`src/rtl/gray_counter.sv`:
```
`default_nettype none
// ============================================================================
// Module      : gray_counter
// Description : Up/down counter that presents its count in both binary and
//               reflected Gray code. A single binary count register is
//               kept; the Gray value is registered alongside it so both
//               outputs change on the same edge and come straight from flops.
//               A one-cycle wrap pulse marks every all-ones -> all-zeros
//               (up) or all-zeros -> all-ones (down) transition.
// Revision    : 1.0 - initial release
// ----------------------------------------------------------------------------
// Parameters
//   WIDTH    : counter width in bits (2..32)
//   INIT     : binary reset value, truncated to WIDTH bits
// Ports
//   clk      : in  1      clock, all state updates on the rising edge
//   rst_n    : in  1      synchronous active-low reset
//   en       : in  1      count enable
//   up       : in  1      direction, 1 = increment, 0 = decrement
//   load     : in  1      synchronous load strobe (beats en)
//   load_bin : in  WIDTH  binary value taken on load
//   gray     : out WIDTH  registered Gray-code count
//   bin      : out WIDTH  registered binary count
//   wrap     : out 1      registered single-cycle wrap-around pulse
// ============================================================================
module gray_counter #(
    parameter int          WIDTH = 4,
    parameter int unsigned INIT  = 0
) (
    input  logic             clk,
    input  logic             rst_n,
    input  logic             en,
    input  logic             up,
    input  logic             load,
    input  logic [WIDTH-1:0] load_bin,
    output logic [WIDTH-1:0] gray,
    output logic [WIDTH-1:0] bin,
    output logic             wrap
);

    // Binary-to-Gray conversion: each Gray bit is the XOR of neighbouring
    // binary bits, so any +/-1 step flips exactly one Gray bit.
    function automatic logic [WIDTH-1:0] to_gray(input logic [WIDTH-1:0] b);
        return b ^ (b >> 1);
    endfunction

    localparam logic [WIDTH-1:0] c_init_bin  = WIDTH'(INIT);
    localparam logic [WIDTH-1:0] c_init_gray = to_gray(c_init_bin);
    localparam logic [WIDTH-1:0] c_one       = {{(WIDTH-1){1'b0}}, 1'b1};
    localparam logic [WIDTH-1:0] c_all_ones  = {WIDTH{1'b1}};
    localparam logic [WIDTH-1:0] c_all_zeros = {WIDTH{1'b0}};

    logic [WIDTH-1:0] bin_q;
    logic [WIDTH-1:0] bin_d;
    logic [WIDTH-1:0] gray_q;
    logic [WIDTH-1:0] gray_d;
    logic             wrap_q;
    logic             wrap_d;

    logic [WIDTH-1:0] w_bin_inc;
    logic [WIDTH-1:0] w_bin_dec;

    // Modular arithmetic falls out of the fixed-width adders.
    assign w_bin_inc = bin_q + c_one;
    assign w_bin_dec = bin_q - c_one;

    // Next-state selection: load beats count, count beats hold. The wrap
    // flag is cleared by every non-wrapping action, including a load of
    // the current value, so it can never linger past one cycle.
    always_comb begin
        bin_d  = bin_q;
        wrap_d = 1'b0;
        if (load) begin
            bin_d = load_bin;
        end else if (en) begin
            if (up) begin
                bin_d  = w_bin_inc;
                wrap_d = (bin_q == c_all_ones);
            end else begin
                bin_d  = w_bin_dec;
                wrap_d = (bin_q == c_all_zeros);
            end
        end
        // Gray is derived from the next binary value and then registered,
        // keeping the output free of any combinational path.
        gray_d = to_gray(bin_d);
    end

    // Reset overrides load and en; an in-progress step is simply dropped.
    always_ff @(posedge clk) begin
        if (!rst_n) begin
            bin_q  <= c_init_bin;
            gray_q <= c_init_gray;
            wrap_q <= 1'b0;
        end else begin
            bin_q  <= bin_d;
            gray_q <= gray_d;
            wrap_q <= wrap_d;
        end
    end

    assign bin  = bin_q;
    assign gray = gray_q;
    assign wrap = wrap_q;

endmodule
`default_nettype wire
```
`config.mk`:
```
export PLATFORM = sky130hd
export DESIGN_NAME = gray_counter
export DESIGN_NICKNAME = d
export VERILOG_FILES = /design/src/rtl/gray_counter.sv
export SDC_FILE = /design/constraint.sdc
export NUM_CORES = 1
export LEC_CHECK = 0
export ABC_AREA = 1
export CAP_MARGIN = 20
export CORE_MARGIN = 5
export CORE_UTILIZATION = 35
export CTS_CLUSTER_DIAMETER = 60
export DETAILED_ROUTE_END_ITERATION = 10
export GPL_TIMING_DRIVEN = 0
export HOLD_SLACK_MARGIN = 0.06
export PLACE_DENSITY_LB_ADDON = 0.15
export SETUP_SLACK_MARGIN = 0.15
export SYNTH_ARGS = -nofsm -noshare
export SYNTH_HDL_FRONTEND = slang
export SYNTH_SLANG_ARGS = --single-unit
export TNS_END_PERCENT = 10
```
`constraint.sdc`:
```
create_clock -name clk -period 1.9 [get_ports clk]
set_input_delay 0.475 -clock clk [delete_from_list [all_inputs] [get_ports clk]]
set_output_delay 0.475 -clock clk [all_outputs]
set_load 0.01 [all_outputs]
```
After elaboration in Yosys (flattened, before gate mapping)
Cells that the tools add are included.

word-level totals
  register bits after elaboration = 9
  input port bits = 9

cells by class
  reduce and logical (&&, ||, !) cells = 2
  equal/unequal tests = 1
  bitwise logic cells = 3
  multiplexer cells = 4
  add/subtract/negate cells = 2

operator list
  operator                                          count
  two-way mux 4 bit                                 3
  adder 4 x 1 -> 4 bit, second input constant       1
  == test 4 bit, second input constant              1
  logical NOT 4 bit                                 1
  subtractor 4 x 1 -> 4 bit, second input constant  1
  XOR 4 x 3 -> 4 bit                                1
  OR reduction 3 bit                                1
  inverter 1 bit                                    2
  two-way mux 1 bit                                 1

Longest topological paths before layout
Gate-level depths: netlist of run 1.

  depth in word-level cells = 5
  gate-level depth with buffers = 12
  gate-level depth less buffers = 12

Least setup slack after synthesis of run 1
Ideal clock, no wire load.

  kind = input to register
  start point = input port up
  end point = register gray_q[2], in the netlist gray[2]
  arrival = 1.502 ns
  slack = 0.284 ns
  data required time = 1.786 ns
  setup time = 0.114 ns
  buffers on the path = 0
  stages on the path = 11
  cells stage by stage = inv_1 > ha_1 > or2_1 > nand2_1 > nand2_1 > nand3_1 > nand2_1 > nand2_1 > nand2_1 > nand2_1 > nor2_2

between the ends
  longest elaborated chain between the ends = 4

RTL lines
  item                    line  RTL
  start: declaration      33    input logic up,
  two-way mux 4 bit       76    if (up) begin
  two-way mux 4 bit       75    end else if (en) begin
  two-way mux 4 bit       73    if (load) begin
  XOR 4 x 3 -> 4 bit      44    return b ^ (b >> 1);
  end signal: assignment  93    gray_q <= c_init_gray;
  end signal: assignment  97    gray_q <= gray_d;
  end: declaration        55    logic [WIDTH-1:0] gray_q;

No other way between the ends.
A chain may end at the register's enable or synchronous reset.

Final worst setup path of run 1
  start point = register bin_q[2], in the netlist bin[2]
  end point = output port bin[2]

RTL lines
  item                      line  RTL
  start: declaration        53    logic [WIDTH-1:0] bin_q;
  start signal: assignment  92    bin_q <= c_init_bin;
  start signal: assignment  96    bin_q <= bin_d;
  end: declaration          37    output logic [WIDTH-1:0] bin,

No word-level cell between the ends.

==> run metrics, run 1 <==
total number of clock tree sinks=8; synth unique cells=19; Die Area=2170 um^2; relative slew slack=0.798; delay of the slowest cell on the worst path=580 ps; switching power as a share of total power=0.298; area added between synthesis and finish=48.7%; final routed wire length divided by cell count=roughly 10 um; min Tclk post-route=1750 ps; worst-margin pin slew=300 ps; Pwr per Cell Area=695 nW/um^2; via density per instance=about 4.7; CTS tree=yes; number of hold violations in the final report=0; Design Power=a little under 0.0005 W; Iter 0 DRT Violations=5; core area=approximately 1300 um^2; total I/O pin count=18; adder and majority cell fraction of the synthesized area=0.0963; n_diodes=0; FP Rows=13; estimated wirelength of the detail-placed design=832 um; count of max-cap constraint violations=0; Clk network pwr share=0.273; number of buffers added by the clock tree synthesis step=3; clock latency of the later-clocked register in the worst-skew pair=about 260 ps; master cell of the clock root buffer=sky130_fd_sc_hd__clkbuf_4; drt drc=0; flops & latches, synth=8; netlist area before placement=between 400 and 500 um^2; total grt overflow=0; Cell Int Power=between 0.0003 and 0.0004 W; Yosys warnings=0; endpoint required time on the critical path=around 1400 ps; combinational share of power=0.317; area fraction in compound gates after synthesis=0.160; delay-heaviest family, CP=buffers and inverters; primary flip-flop cell chosen by synthesis mapping=sky130_fd_sc_hd__dfxtp_1; pin count of the biggest net entering global routing=7; leakage power summed over all cells=0.306 nW; initial antenna violation count=0; share of post-route cells with drive strength above 1=0.186; worst hold-check path type=reg -> reg; Syn Area/Cell=slightly above 7 um^2; aggregate routed wire length=about 1.0 mm; fraction of synthesized cell area in xor and xnor cells=0.0187; net count of the finished layout=100; worst setup slack after layout=about 150 ps; dominant combinational cell family by area after synthesis=simple AND/OR/NAND/NOR gates; post-place setup slack=-380 ps; post-synth net total=just under 80; IR Drop Worst-Case VDD=0.378 mV; part of the cycle the worst path needs=0.921; DRT antenna net count=0; critical path endpoint category=primary output; cell with the largest stage delay on the worst path=sky130_fd_sc_hd__clkdlybuf4s50_1; final weighted congestion of routability-driven global placement=between 0.6 and 0.7; worst-case clock buffer depth=2; number of global-route vias before repair=approximately 430; synthesized netlist cell count=66; kind of critical path=reg -> out; overall global routing resource usage=0.116; RSZ-0062 raised after global routing=true; mux cell area share after synthesis=0; DIE HEIGHT=around 47 um; floorplan die width=about 47 um; data arrival time of the critical path=1280 ps; simple-gate portion of the synthesized area=0.310; list of cells traversed by the critical path=clkdlybuf4s50_1; CTS H-tree depth=1; Vias=between 400 and 500; launching element type of the critical path=flip-flop; Async S/R FF share, synth=0; Final Skew=around 8.5 ps; outcome=finished clean; EDFF count, synth=0; global-route wire length before repair=1.70 mm; post-CTS setup buffers=0; initial standard-cell utilization of the core=0.364; clock slew at reported path FFs=approximately 60 ps; portion of synthesized cell area occupied by the leading cell type=0.342; Seq/Total Area, Yosys=0.342; 1st-pass router iterations=5; library cell with the highest instance count after synthesis=sky130_fd_sc_hd__nand2_1; Fmax=between 500 and 600 MHz; number of slew-limit violations in the final report=0; number of buffers inserted by port buffering=17; number of buffer and inverter stages on the critical path=1; Psw=approximately 0.00014 W; top post-synthesis cells by count=sky130_fd_sc_hd__nand2_1 (18), sky130_fd_sc_hd__nor2_1 (9), sky130_fd_sc_hd__dfxtp_1 (8); largest fanout on the critical path=5; Setup-failing EPs final=0; cell taking the most area after synthesis=sky130_fd_sc_hd__dfxtp_1; top cells by area, synth=sky130_fd_sc_hd__dfxtp_1 (34%), sky130_fd_sc_hd__nand2_1 (14%), sky130_fd_sc_hd__nor2_1 (7.2%); part of the total power dissipated in sequential elements=0.411
==> kinds of logic after synthesis <==
| family | Yosys count |
|---|---|
| flip-flops | 8 |
| AND/OR/NAND/NOR | 35 |
| buffers and inverters | 8 |
| adder cells (fa/ha/maj) | 3 |
| AO/OA/AOI/OAI | 11 |
| XOR/XNOR | 1 |
==> metrics by stage <==
stage | TNS, ps | instance area (um^2) | instances | utilization | hold WS (ps)
detailed placement | -1610 | 657 | 98 | 0.511 | 536
global placement | -1560 | 657 | 98 | 0.511 | 541
finish | 0 | 696 | 101 | 0.541 | 540
floorplan | 0 | 468 | 66 | - | 548
CTS | 0 | 693 | 101 | 0.539 | 586
global route | 0 | 696 | 101 | 0.541 | 596
==> final cells by class <==
cell class | instances | area, um^2
Sequential cell | 8 | 163
Multi-Input combinational cell | 50 | 289
Tap cell | 15 | 18.8
Buffer | 1 | 7.51
Timing Repair Buffer | 17 | 169
Fill cell | 127 | 589
Inverter | 7 | 26.3
Clock buffer | 3 | 22.5
==> worst min-delay path, delay by kind of cell (launching register included) <==
kind / cells / cell delay, ps
AO/OA/AOI/OAI: 1 / 60
AND/OR/NAND/NOR: 1 / 90
flip-flops: 1 / 350
==> power groups by stage <==
stage | combinational (W) | clock [W] | sequential (W)
6_report | 0.000153 | 0.000132 | 0.000199
5_1_grt | 0.000171 | 0.000149 | 0.000201
4_1_cts | 0.000155 | 0.000138 | 0.000198
3_5_place_dp | 0.000151 | 0 | 0.000200
3_3_place_gp | 0.000148 | 0 | 0.000200
2_1_floorplan | 0.0000764 | 0 | 0.000206
==> layout by cell type, fill, tap and decap left out, drive strengths merged <==
master         netlist  layout
fa                   1       1
o21a                 1       1
or2                  1       1
nor2                11      11
nand3                5       5
a211oi               1       1
clkdlybuf4s50        0      16
a21oi                4       4
clkbuf               0       3
nand2               18      18
o21ai                5       5
buf                  1       1
dfxtp                8       8
xnor2                1       1
ha                   2       2
dlygate4sd2          0       1
inv                  7       7
==> registers in the layout, indices dropped and copies added, names as in the netlist <==
signal	cells
wrap	1
bin	4
gray	3
==> path summary, 6_finish.rpt <==
kind,start,end,slack (ps),depth (start not counted)
setup / recovery,bin[2],bin[2],150,1
hold / removal,bin[0],wrap,540,2
setup reg to reg,bin[1],gray[0],380,7
hold reg to reg,bin[0],wrap,540,2
==> metal layers <==
layer,track usage,routed length [um],vias to the layer above
met5,0,0,-
met4,0.0852,4,0
met3,0.0430,89,2
met2,0.181,498,15
met1,0.125,450,208
li1,-,-,251
==> timing repair <==
item | CTS | global route
pin swaps | 1 | 0
endpoints found under the setup margin | 9 | 6
hold buffers | 0 | 0
resized for setup | 4 | 2
Note: power is estimated with default switching activity, not from simulation.
==> run 2: changes to the inputs <==
--- a/config.mk
+++ b/config.mk
@@ -9,6 +9,7 @@
 export CAP_MARGIN = 20
 export CORE_MARGIN = 5
 export CORE_UTILIZATION = 35
+export CTS_BUF_LIST = sky130_fd_sc_hd__clkbuf_8
 export CTS_CLUSTER_DIAMETER = 60
 export DETAILED_ROUTE_END_ITERATION = 10
 export GPL_TIMING_DRIVEN = 0
==> run metrics, run 2 (same netlist as run 1, synthesis figures left out) <==
Die Area=2170 um^2; area added between synthesis and finish=51.6%; utilization after layout=0.552; net count of the finished layout=100; Iter 0 DRT Violations=7; delay of the slowest cell on the worst path=~580 ps; multi-input logic area=289 um^2; leakage power summed over all cells=0.312 nW; DIE HEIGHT=46.6 um; FF-to-FF setup slack=~370 ps; number of slew-limit violations in the final report=0; number of hold violations in the final report=0; delay-heaviest family, CP=buffers and inverters; master cell of the clock root buffer=sky130_fd_sc_hd__clkbuf_8; min Tclk post-route=~1700 ps; initial standard-cell utilization of the core=0.364; kind of critical path=reg -> out; final weighted congestion of routability-driven global placement=~0.69; destination of the critical timing path=bin[2]; total number of clock tree sinks=8; worst-margin pin slew=about 300 ps; Vias=about 470; number of buffers added by the clock tree synthesis step=3; aggregate routed wire length=1.07 mm; post-place setup slack=-380 ps; initial antenna violation count=0; global-route wire length before repair=approximately 1.7 mm; pin count of the biggest net entering global routing=7; Non-Filler Instances=about 100; launching element type of the critical path=flip-flop; IR Drop Worst-Case VDD=0.492 mV; CTS H-tree depth=1; 1st-pass router iterations=4; number of cells on the worst reg-to-reg path=10; part of the cycle the worst path needs=0.908; endpoint required time on the critical path=1420 ps; cell with the largest stage delay on the worst path=sky130_fd_sc_hd__clkdlybuf4s50_1; largest fanout on the critical path=5; clock latency of the later-clocked register in the worst-skew pair=230 ps; Setup-failing EPs final=0; number of buffers inserted by port buffering=17; worst setup slack after layout=between 150 and 200 ps; worst-case clock buffer depth=2; list of cells traversed by the critical path=clkdlybuf4s50_1; number of global-route vias before repair=434; post-CTS setup buffers=0; share of post-route cells with drive strength above 1=0.186; estimated wirelength of the detail-placed design=about 830 um; number of buffers inserted by hold repair at cts=0; timing startpoint of the critical path=bin[2]; Placed Cells=98; WP depth=1; commonest non-fill, non-tap cells in the layout=sky130_fd_sc_hd__nand2_1 (18), sky130_fd_sc_hd__clkdlybuf4s50_1 (16), sky130_fd_sc_hd__nor2_1 (9); via density per instance=4.69; relative slew slack=0.798; critical path endpoint category=primary output; drt drc=0; max reg flops=4; most common cell after layout, fill and taps aside=sky130_fd_sc_hd__nand2_1; Worst R2R End=gray[2]; count of fill cells added during filler insertion=127; overall global routing resource usage=0.121; Min-Delay Path Depth=2; n_diodes=0; Worst Hold Margin=542 ps; worst hold-check path type=reg -> reg; DRT antenna net count=0; FP Rows=13; CTS tree=yes; core area=1280 um^2; floorplan die width=between 40 and 50 um; outcome=finished clean; final routed wire length divided by cell count=around 11 um; Final Skew=2.49 ps; Pwr per Cell Area=about 790 nW/um^2; count of max-cap constraint violations=0; start of the worst register-to-register path=bin[2]; data arrival time of the critical path=~1300 ps; clock slew at reported path FFs=~40 ps; total grt overflow=0; Fmax=a little under 600 MHz; total I/O pin count=18; RSZ-0062 raised after global routing=true; number of buffer and inverter stages on the critical path=1; Sequential Area=between 150 and 200 um^2
[run 2: changes by cell type in the layout (fill, tap and decap cells not counted), sizes merged]
cell,delta
clkbuf,+1
dlygate4sd2,-1
[run 2: layout make-up]
class,instances,share of cell area
buffer,1,0.0106
multi-input combinational,50,0.407
timing repair buffer,17,0.233
inverter,7,0.0370
sequential,8,0.228
tap,15,0.0265
clock buffer,3,0.0582
[run 2: worst reg2reg max path: cells and delay by family, from the launching register on]
kind	cells	cell delay, ps
AND/OR/NAND/NOR	9	750
flip-flops	1	440
adder cells (fa/ha/maj)	1	250
[run 2: worst min path at each step]
stage | from | end
5_1_grt | bin[0] | wrap
3_5_place_dp | bin[2] | wrap
6_report | bin[0] | wrap
4_1_cts | bin[0] | wrap
2_1_floorplan | bin[2] | wrap
3_3_place_gp | bin[2] | wrap
[run 2: through the flow]
step | total power [W] | cell area, um^2 | TNS, ps
4_1_cts | 0.000564 | 713 | 0
2_1_floorplan | 0.000283 | 468 | 0
3_3_place_gp | 0.000349 | 657 | -1560
3_5_place_dp | 0.000351 | 657 | -1610
5_1_grt | 0.000596 | 709 | 0
6_report | 0.000558 | 709 | 0
[run 2: power breakdown]
group / switching [W] / internal (W) / leakage, nW
logic: 0.0000712 / 0.0000821 / 0.224
clock network: 0.0000685 / 0.000137 / 0.0216
registers: 0.0000139 / 0.000185 / 0.0667
[run 2: repair_timing]
item,4_1_cts,5_1_grt
gates resized for setup,5,2
pin swaps,1,1
setup endpoints to repair,7,6
[run 2: metal layers]
metal / track usage / wire (um) / vias up
met4: 0.119 / 38 / 0
met1: 0.127 / 459 / 206
met2: 0.181 / 488 / 14
met3: 0.0430 / 83 / 4
met5: 0 / 0 / -
li1: - / - / 250
